**src/rtl/srt_otf_quotient_converter.sv**
```systemverilog
// Radix-4 SRT on-the-fly quotient converter: tracks Q and Q-1 one signed digit at a time, no CPA.
// Quotient is registered 1 clk after the last digit; held with q_valid until q_ready. Optional OTFC_DIGIT_CHECK_EN adds a sticky digit_err.
module srt_otf_quotient_converter #(
    parameter int NDIGITS = 13,
    parameter int W       = 2 * NDIGITS
) (
    input  logic         clk,
    input  logic         rst,
    input  logic         start,
    input  logic         digit_valid,
    input  logic [2:0]   digit,
    input  logic         final_rem_neg,
    output logic         digit_ready,
    output logic         q_valid,
    input  logic         q_ready,
    output logic [W-1:0] quotient,
    output logic         busy
`ifdef OTFC_DIGIT_CHECK_EN
    ,
    output logic         digit_err
`endif
);

    localparam int CW = $clog2(NDIGITS + 1);

    typedef enum logic [1:0] {IDLE, RUN, DONE} state_t;

    state_t         state_q, state_d;
    logic [W-1:0]   q_q, q_d, qm_q, qm_d, quo_q, quo_d;
    logic [W-1:0]   q_nx, qm_nx;
    logic [CW-1:0]  cnt_q, cnt_d;
    logic [2:0]     dig;
    logic [1:0]     lo_dec, lo_inc;
    logic           d_neg, d_pos, xfer, last;

    // -4 is outside the redundant digit set; it is absorbed as 0.
    always_comb begin
        dig    = (digit == 3'b100) ? 3'b000 : digit;
        d_neg  = dig[2];
        d_pos  = !dig[2] && (dig[1:0] != 2'b00);
        lo_dec = dig[1:0] - 2'd1;
        lo_inc = dig[1:0] + 2'd3;
        q_nx   = d_neg ? {qm_q[W-3:0], dig[1:0]} : {q_q[W-3:0], dig[1:0]};
        qm_nx  = d_pos ? {q_q[W-3:0], lo_dec}    : {qm_q[W-3:0], lo_inc};
    end

    assign xfer        = (state_q == RUN) && digit_valid;
    assign last        = (cnt_q == CW'(NDIGITS - 1));
    assign digit_ready = (state_q == RUN);
    assign q_valid     = (state_q == DONE);
    assign busy        = (state_q != IDLE);
    assign quotient    = quo_q;

    always_comb begin
        state_d = state_q;
        q_d     = q_q;
        qm_d    = qm_q;
        cnt_d   = cnt_q;
        quo_d   = quo_q;
        case (state_q)
            RUN: begin
                if (xfer) begin
                    q_d   = q_nx;
                    qm_d  = qm_nx;
                    cnt_d = cnt_q + CW'(1);
                    if (last) begin
                        state_d = DONE;
                        quo_d   = final_rem_neg ? qm_nx : q_nx;
                    end
                end
            end
            DONE: begin
                if (q_ready) state_d = IDLE;
            end
            default: ;
        endcase
        // Start overrides any concurrent digit transfer or result handoff.
        if (start) begin
            state_d = RUN;
            q_d     = '0;
            qm_d    = '1;
            cnt_d   = '0;
        end
    end

    always_ff @(posedge clk or posedge rst) begin
        if (rst) begin
            state_q <= IDLE;
            q_q     <= '0;
            qm_q    <= '1;
            cnt_q   <= '0;
            quo_q   <= '0;
        end else begin
            state_q <= state_d;
            q_q     <= q_d;
            qm_q    <= qm_d;
            cnt_q   <= cnt_d;
            quo_q   <= quo_d;
        end
    end

`ifdef OTFC_DIGIT_CHECK_EN
    logic err_q, err_d;

    always_comb begin
        err_d = err_q;
        if (start)
            err_d = 1'b0;
        else if (xfer && (digit == 3'b100))
            err_d = 1'b1;
    end

    always_ff @(posedge clk or posedge rst) begin
        if (rst) err_q <= 1'b0;
        else     err_q <= err_d;
    end

    assign digit_err = err_q;
`endif

endmodule
```
**config.mk**
```make
export PLATFORM = sky130hd
export DESIGN_NAME = srt_otf_quotient_converter
export DESIGN_NICKNAME = d
export VERILOG_FILES = /design/src/rtl/srt_otf_quotient_converter.sv
export SDC_FILE = /design/constraint.sdc
export NUM_CORES = 1
export LEC_CHECK = 0
export BUFFER_PORTS_ARGS = -buffer_cell sky130_fd_sc_hd__buf_2
export CAP_MARGIN = 5
export CORE_MARGIN = 1
export CORE_UTILIZATION = 38
export CTS_CLUSTER_SIZE = 25
export DETAILED_ROUTE_END_ITERATION = 8
export GPL_TIMING_DRIVEN = 0
export PLACE_DENSITY_LB_ADDON = 0.3
export SLEW_MARGIN = 5
export SYNTH_ARGS = -nofsm -noshare
export SYNTH_HDL_FRONTEND = slang
export SYNTH_SLANG_ARGS = --single-unit
```
**constraint.sdc**
```tcl
create_clock -name clk -period 2.6 [get_ports clk]
set_input_delay 0.13 -clock clk [delete_from_list [all_inputs] [get_ports clk]]
set_output_delay 0.13 -clock clk [all_outputs]
set_load 0.02 [all_outputs]
```
==> After elaboration in Yosys (flattened, before gate mapping) <==
Cells that the tools add are included.
{ "word_totals": {"output_inout_bits": 29, "in_bits": 9, "reg_bits": 80, "elab_cells": 44} }
{ "op_classes": {"eq_ne": 7, "reduce_logical": 11, "addsub": 3, "muxes": 18} }
{ "op_table": {"columns": ["operator", "count"], "rows": [
  ["two-way mux 24 bit", 6],
  ["two-way mux 26 bit", 3],
  ["two-way mux 4 bit", 3],
  ["!= test 3 x 2 -> 1 bit, second input constant", 3],
  ["two-way mux 2 bit", 4],
  ["nonzero test 2 bit", 4],
  ["adder 4 x 1 -> 4 bit, second input constant", 1],
  ["equality test 4 bit, second input constant", 1],
  ["one-hot mux 2 bit (2 select lines)", 1],
  ["AND reduction 4 bit", 1],
  ["equality test 3 bit, second input constant", 1],
  ["two-way mux 3 bit", 1],
  ["AND reduction 3 bit", 1],
  ["nonzero test 3 bit", 1],
  ["adder 2 bit, second input constant", 1],
  ["equality test 2 x 1 -> 1 bit, second input constant", 1],
  ["equality test 2 bit, second input constant", 1],
  ["logical AND 1 bit", 2],
  ["AND reduction 2 bit", 1],
  ["subtractor 2 x 1 -> 2 bit, second input constant", 1],
  ["zero test 1 bit", 1]
]} }

==> Longest topological paths before layout <==
Gate-level depths: netlist of run 1.
{ "logic_depth": {"ltp_word": 8, "ltp_mapped": 7, "ltp_nobuf": 5} }

==> Worst setup path before layout of run 1 <==
No wires, ideal clock.
{ "synth_timing": {"path_type": "reg2reg", "start": "reg cnt_q[0]", "end": "reg quo_q[0] (netlist: quotient[0])", "period_less_slack_ns": 1.845, "arrival_time_ns": 1.721, "required_ns": 2.475, "slack_ns": 0.755, "n_path_buf": 1, "path_stages_with_launch": 7, "setup_time_ns": 0.125, "path_cell_list": "dfrtp_1 -> inv_1 -> ha_1 -> nand4_1 -> nor3b_2 -> buf_6 -> mux2_2"} }
{ "synth_via": {"elab_chain_len": 2} }
{ "synth_rtl": {"columns": ["element", "line", "rtl"], "rows": [
  ["from (decl)", "31", "logic [CW-1:0] cnt_q, cnt_d;"],
  ["from (signal assigned)", "97", "cnt_q <= cnt_d;"],
  ["equality test 4 bit", "48", "assign last = (cnt_q == CW'(NDIGITS - 1));"],
  ["AND reduction 3 bit (no source line)", null, null],
  ["to (signal assigned)", "98", "quo_q <= quo_d;"],
  ["to (decl)", "29", "logic [W-1:0] q_q, q_d, qm_q, qm_d, quo_q, quo_d;"]
]} }
Every way passes these cells.
A chain may end at the register's enable or synchronous reset.

==> Final worst setup path of run 1 <==
{ "layout_timing": {"start": "reg cnt_q[0]", "end": "reg quo_q[1] (netlist: quotient[1])"} }
Same word-level chain as after synthesis.

==> results of run 1 <==
==> cell usage in the layout (no fill, tap or decap), types with 2 or more instances in the layout <==
cell | synthesis | layout
clkbuf_1 | 5 | 7
clkinv_2 | 0 | 2
inv_1 | 5 | 4
buf_6 | 2 | 2
dfstp_2 | 24 | 24
nand2b_1 | 2 | 2
clkbuf_8 | 0 | 11
a2bb2oi_1 | 23 | 23
buf_2 | 12 | 49
nor2_1 | 8 | 8
a21oi_1 | 3 | 3
o2bb2ai_1 | 22 | 22
mux2i_1 | 48 | 48
dfrtp_1 | 56 | 56
ha_1 | 3 | 3
nor2b_1 | 4 | 4
o21ai_0 | 2 | 2
xor2_1 | 2 | 2
mux2_2 | 50 | 50
==> logic make-up after synthesis <==
logic type | Yosys count
buffers and inverters | 24
flip-flops | 80
multiplexers | 98
AND/OR/NAND/NOR | 22
AO/OA/AOI/OAI | 55
adder cells (fa/ha/maj) | 3
XOR/XNOR | 3
==> flip-flops by register name (all words and copies together) (netlist names) <==
| signal | count |
|---|---|
| quotient | 26 |
| q_q | 24 |
| state_q | 2 |
| cnt_q | 4 |
| qm_q | 24 |
==> timing repair <==
action / CTS / global route
buffers inserted: 0 / 0
setup endpoints to repair: 0 / 0
hold endpoints to repair: 21 / 0
hold buffers: 1 / 0
==> power by group <==
part	switching (uW)	internal (uW)
Combinational	167	161
Clock	439	494
Sequential	58.5	1320
Total	664	1980
==> how the worst max path moves through the flow <==
stage / slack [ns] / depth (start not counted) / endpoint
6_report: 0.45 / 6 / quotient[1]
5_1_grt: 0.29 / 6 / quotient[1]
4_1_cts: 0.40 / 6 / quotient[1]
3_5_place_dp: 0.33 / 7 / quotient[14]
3_3_place_gp: -0.60 / 2 / quotient[18]
2_1_floorplan: 0.46 / 1 / cnt_q[0]
==> worst max-delay path, delay by kind of cell, from the launching register on <==
family	cells	cell delay, ns
DFF	1	0.40
muxes	1	0.34
adders and majority gates	1	0.17
and+or+nand+nor	2	0.76
buffers and inverters	2	0.36
==> area by class of cell <==
class                           count  area share (%)
Clock buffer                       13            3.58
Sequential cell                    80            45.7
Timing Repair Buffer               39            5.01
Clock inverter                      3           0.901
Multi-Input combinational cell    181            38.3
Inverter                            5           0.479
Buffer                             19            2.28
Tap cell                          133            3.74
==> stage by stage <==
step	hold slack [ns]	util, %	instance area, sq um	power, uW
4_1_cts	0.0463	45.3	4440	2670
3_3_place_gp	0.398	42.8	4210	1720
5_1_grt	0.0658	45.3	4440	2770
3_5_place_dp	0.180	43.1	4240	1730
6_report	0.0573	45.3	4440	2640
2_1_floorplan	0.283	-	3850	1640
==> layer usage <==
| layer | track usage (%) | vias to the layer above |
|---|---|---|
| li1 | - | 1163 |
| met1 | 24.2 | 1274 |
| met2 | 25.0 | 46 |
| met3 | 4.27 | 10 |
| met4 | 6.26 | 0 |
| met5 | 0 | - |
==> flow_summary.ini, run 1 <==
[critical_path]
r2r_end = quotient[1]
start_kind = flip-flop
rrSetupSlack_ns = 0.45
worst-path-max-fanout = 10
r2r_cells = 6
crit_chain = inv_1 > ha_1 > nand4_1 > nor3b_2 > buf_6 > mux2_2
crit_type = reg -> reg
arrival_ns = 2.38
slowest_delay_ns = 0.63
regToRegStartpoint = cnt_q[0]
cp_slowest_cell = nor3b_2
crit_required_ns = 2.83
end_kind = flip-flop
worstSetupStartpoint = cnt_q[0]

[synthesis]
synth_compound_area_share_pct = 12.0
synth_common_cells = 56 x dfrtp_1, 50 x mux2_2, 48 x mux2i_1
synthArstFlopShare_pct = 100
syn_area_sq_um = 3850
synth_top_area_cell = dfrtp_1
synth_xor_area_share_pct = 0.682
synth_area_per_cell_sq_um = 13.5
synth_ff_type = dfrtp_1
ys_seq_elements = 80
synthCells = 285
synth_top_area_share_pct = 36.4
yosys-top-cells-area = dfrtp_1 36%, dfstp_2 16%, mux2_2 15%
ys_seq_area_share_pct = 52.7
yosysWarnings = 0
synth_edf_count = 0
synthMuxAreaShare_pct = 27.1
synth_top_family_by_area = multiplexers
ys_types = 31
post-synth-top-count-cell = dfrtp_1
syn-num-nets = 297
yosys.area_share.adder_pct = 0.974
synth-simple-area-share_pct = 3.38

[global_route]
grt_max_degree = 48
grt_pass1_vias = 2585
grt_antenna_before_repair = 0
grt_pass1_wl_um = 13600
grt_use_total_pct = 17.0
grt_overflow_total = 0

[place]
place_ws_ns = 0.329
port-buffer-count = 37
dp_hpwl_um = 5290
gp_congestion = 0.772
placed_cells = 456

[cts]
clock_sinks = 80
h-tree-depth = 3
cts_resized = 0
tritoncts = done
insertion_delay_ns = 0.35
cts_buffer_depth = 2
cts_buffers = 9
path_clk_slew_ns = 0.07
ctsRootBufferMaster = clkbuf_8

[power]
p_per_area_nw_per_um2 = 594
irDropWorstVdd_mv = 0.291
power.leakage_uw = 0.00207

[sta]
tightest_slew_ns = 0.726
rsz0062_at_grt = no
clock.fmax_mhz = 465
min_period_ns = 2.15
fin_skew_ns = 0.00715
fin_ws_ns = 0.450
tns_ns = 0
max-slew-margin-rel_pct = 51.4
drv_slew = 0
setup_viol = 0
post-route-period-util_pct = 82.7
finalHoldViolCount = 0

[layout]
area_growth_pct = 15.3
nets = 347
seq_area_sq_um = 2030
drive_gt1_share_pct = 42.6
final.fill_count = 954
multi_input_area_sq_um = 1700
stdcell_count = 473
num_antenna_cells = 0

[detailed_routing]
viasPerCell = 5.27
drtPass1Iterations = 6
drt-initial-drc-count = 65
met3_length_um = 292
top_layer_used = met4
via_count = 2493
routed-wl-met2_um = 3550
wirelength_um = 8020
drcViolationCount = 0
wl_per_cell_um = 17.0
detail-route-antenna-nets = 0
wl_met1_um = 4070

[floorplanning]
core_sq_um = 9820
start_util_pct = 39.2
design.die.area_sq_um = 10500
die_w_um = 103
dieHeight_um = 103
placementRows = 36
ios = 38

[min_path]
holdPathStages = 3
worstHoldStart = digit[1]
hold_class = in -> reg
min_to = q_q[1]

[status]
run_status = complete, no violations

[run]
cap_violations = 0
No activity file was read; power rests on OpenSTA's default activity.
==> inputs of run 2 (changes only) <==
==> constraint.sdc (replaced) <==
create_clock -name clk -period 1.9 [get_ports clk]
set_input_delay 0.095 -clock clk [delete_from_list [all_inputs] [get_ports clk]]
set_output_delay 0.095 -clock clk [all_outputs]
set_load 0.02 [all_outputs]
==> run 2 against run 1 <==
  * Combinational power up 40%
  * Clock power is 50% higher
  * Largest cell class unchanged
  * Final cell count is 1.3% higher
  * Clock skew grew 0.0030 ns
  * Utilization increased by 1.1 points
  * Maximum frequency grew 18%
  * Final area rose by 2.4%
  * Via count increased by 1.7%
  * Total power grew 42%
  * Sequential share of layout area shrank 1.1 points
  * Worst setup slack worse by 0.37 ns
  * Critical path type unchanged
==> flow_summary.ini, run 2 (synthesis results as in run 1) <==
[layout]
final_common_cell = dfrtp_1
num_antenna_cells = 0
drive_gt1_share_pct = 46.2
area_growth_pct = 18.1
final_cell_mix = 56 x dfrtp_1, 50 x mux2_2, 49 x buf_2
largest_reg_flops = 26
finish.utilization_pct = 46.3
nets = 353

[cts]
cts_buffer_depth = 2
insertion_delay_ns = 0.35
path_clk_slew_ns = 0.08
tritoncts = done
cts_buffers = 9
h-tree-depth = 3
ctsRootBufferMaster = clkbuf_8
clock_sinks = 80

[detailed_routing]
viasPerCell = 5.29
drt-initial-drc-count = 129
wl_per_cell_um = 16.7
detail-route-antenna-nets = 0
via_count = 2535
drtPass1Iterations = 4
wirelength_um = 8000
drcViolationCount = 0

[sta]
fin_skew_ns = 0.0102
max-slew-margin-rel_pct = 66.7
post-route-period-util_pct = 95.6
clock.fmax_mhz = 550
tns_ns = 0
min_period_ns = 1.82
finalHoldViolCount = 0
setup_viol = 0
tightest_slew_ns = 0.495
drv_slew = 0

[floorplanning]
die_w_um = 103
start_util_pct = 39.2
dieHeight_um = 103
ios = 38
placementRows = 36
core_sq_um = 9820
design.die.area_sq_um = 10500

[power]
p_per_area_nw_per_um2 = 824
internal-power_uw = 2810
irDropWorstVdd_mv = 0.356
power.leakage_uw = 0.00212
pwr-share-comb_pct = 12.2
switching_share_pct = 25.1
clkPwrFrac_pct = 37.3
switchingPower_uw = 940
pwr-share-seq_pct = 50.4

[min_path]
worstHoldStart = q_ready
min_to = state_q[1]
hold_class = in -> reg
holdPathStages = 4

[global_route]
grt_antenna_before_repair = 0
grt_max_degree = 40
grt_pass1_vias = 2528
grt_use_total_pct = 16.9
grt_pass1_wl_um = 13400
grt_overflow_total = 0

[critical_path]
crit_type = reg -> reg
crit_required_ns = 2.13
r2r_end = quotient[5]
r2r_cells = 7
regToRegStartpoint = cnt_q[1]
end_kind = flip-flop
arrival_ns = 2.05
worst-path-max-fanout = 10
start_kind = flip-flop
cp_slowest_cell = dfrtp_1
slowest_delay_ns = 0.41
crit_chain = inv_1 > ha_2 > nand4_1 > nor3b_4 > buf_4 > buf_6 > mux2_2
rrSetupSlack_ns = 0.08

[status]
run_status = complete, no violations

[place]
dp_hpwl_um = 5290
gp_congestion = 0.726
port-buffer-count = 37

[run]
cap_violations = 0
-- run 2: cell types whose count changed in the layout (fill, tap and decap cells not counted), moves of 2 or more --
| cell | before | now |
|---|---|---|
| buf_4 | 0 | 4 |
| clkinvlp_4 | 0 | 2 |
| buf_12 | 0 | 2 |
| clkbuf_2 | 0 | 2 |
| clkbuf_1 | 7 | 3 |
-- run 2: worst max path at each step --
stage | start | to | slack (ns) | cells after the start
2_1_floorplan | cnt_q[0] | quotient[0] | 0.05 | 6
3_3_place_gp | digit[1] | quotient[14] | -0.29 | 7
3_5_place_dp | digit[1] | quotient[16] | -0.31 | 7
4_1_cts | cnt_q[0] | quotient[14] | 0.03 | 7
5_1_grt | cnt_q[1] | quotient[5] | -0.03 | 7
6_report | cnt_q[1] | quotient[5] | 0.08 | 7
-- run 2: power by group through the flow --
stage	logic [uW]	clock network (uW)	registers, uW
after floorplan	347	0	1890
after global placement	434	0	1920
after detailed placement	450	0	1920
after CTS	455	1420	1890
after global routing	507	1490	1910
final	458	1400	1890
-- run 2: area by class of cell --
cell class                 instances  area (sq um)
multi-input combinational        181          1730
buffer                            19           104
fill                             954          5270
clock buffer                      10           138
tap                              133           166
clock inverter                     6          82.6
timing repair buffer              45           277
sequential                        80          2030
inverter                           5          22.5
-- run 2: worst max-delay path: cells and delay by family, from the launching register on --
| family | cells | cell delay (ns) |
|---|---|---|
| adder cells (fa/ha/maj) | 1 | 0.17 |
| buffers and inverters | 3 | 0.38 |
| flip-flops | 1 | 0.41 |
| multiplexers | 1 | 0.35 |
| AND/OR/NAND/NOR | 2 | 0.40 |
-- run 2: timing repair --
action	4_1_cts	5_1_grt
hold endpoints to repair	57	0
endpoints found under the setup margin	55	56
pin swaps	1	2
buffers inserted	2	3
cloned	0	0
hold buffers	1	0
gates resized for setup	4	6
-- run 2: routing by layer --
layer  track usage [%]  vias up  part of all wire [%]
li1                  -     1184                     -
met1              25.2     1284                    50
met2              23.7       51                    45
met3              2.71       16                   3.2
met4              8.24        0                   1.8
met5                 0        -                     0
-- run 2: through the flow --
step	area, sq um	instances	setup WS [ns]	power [uW]	hold WS, ns
floorplan	3860	285	0.0546	2240	0.248
global placement	4210	455	-0.291	2350	0.381
detailed placement	4250	457	-0.308	2370	0.0380
CTS	4510	476	0.0264	3770	0.0260
global route	4550	479	-0.0310	3900	0.0473
finish	4550	479	0.0832	3750	0.0361
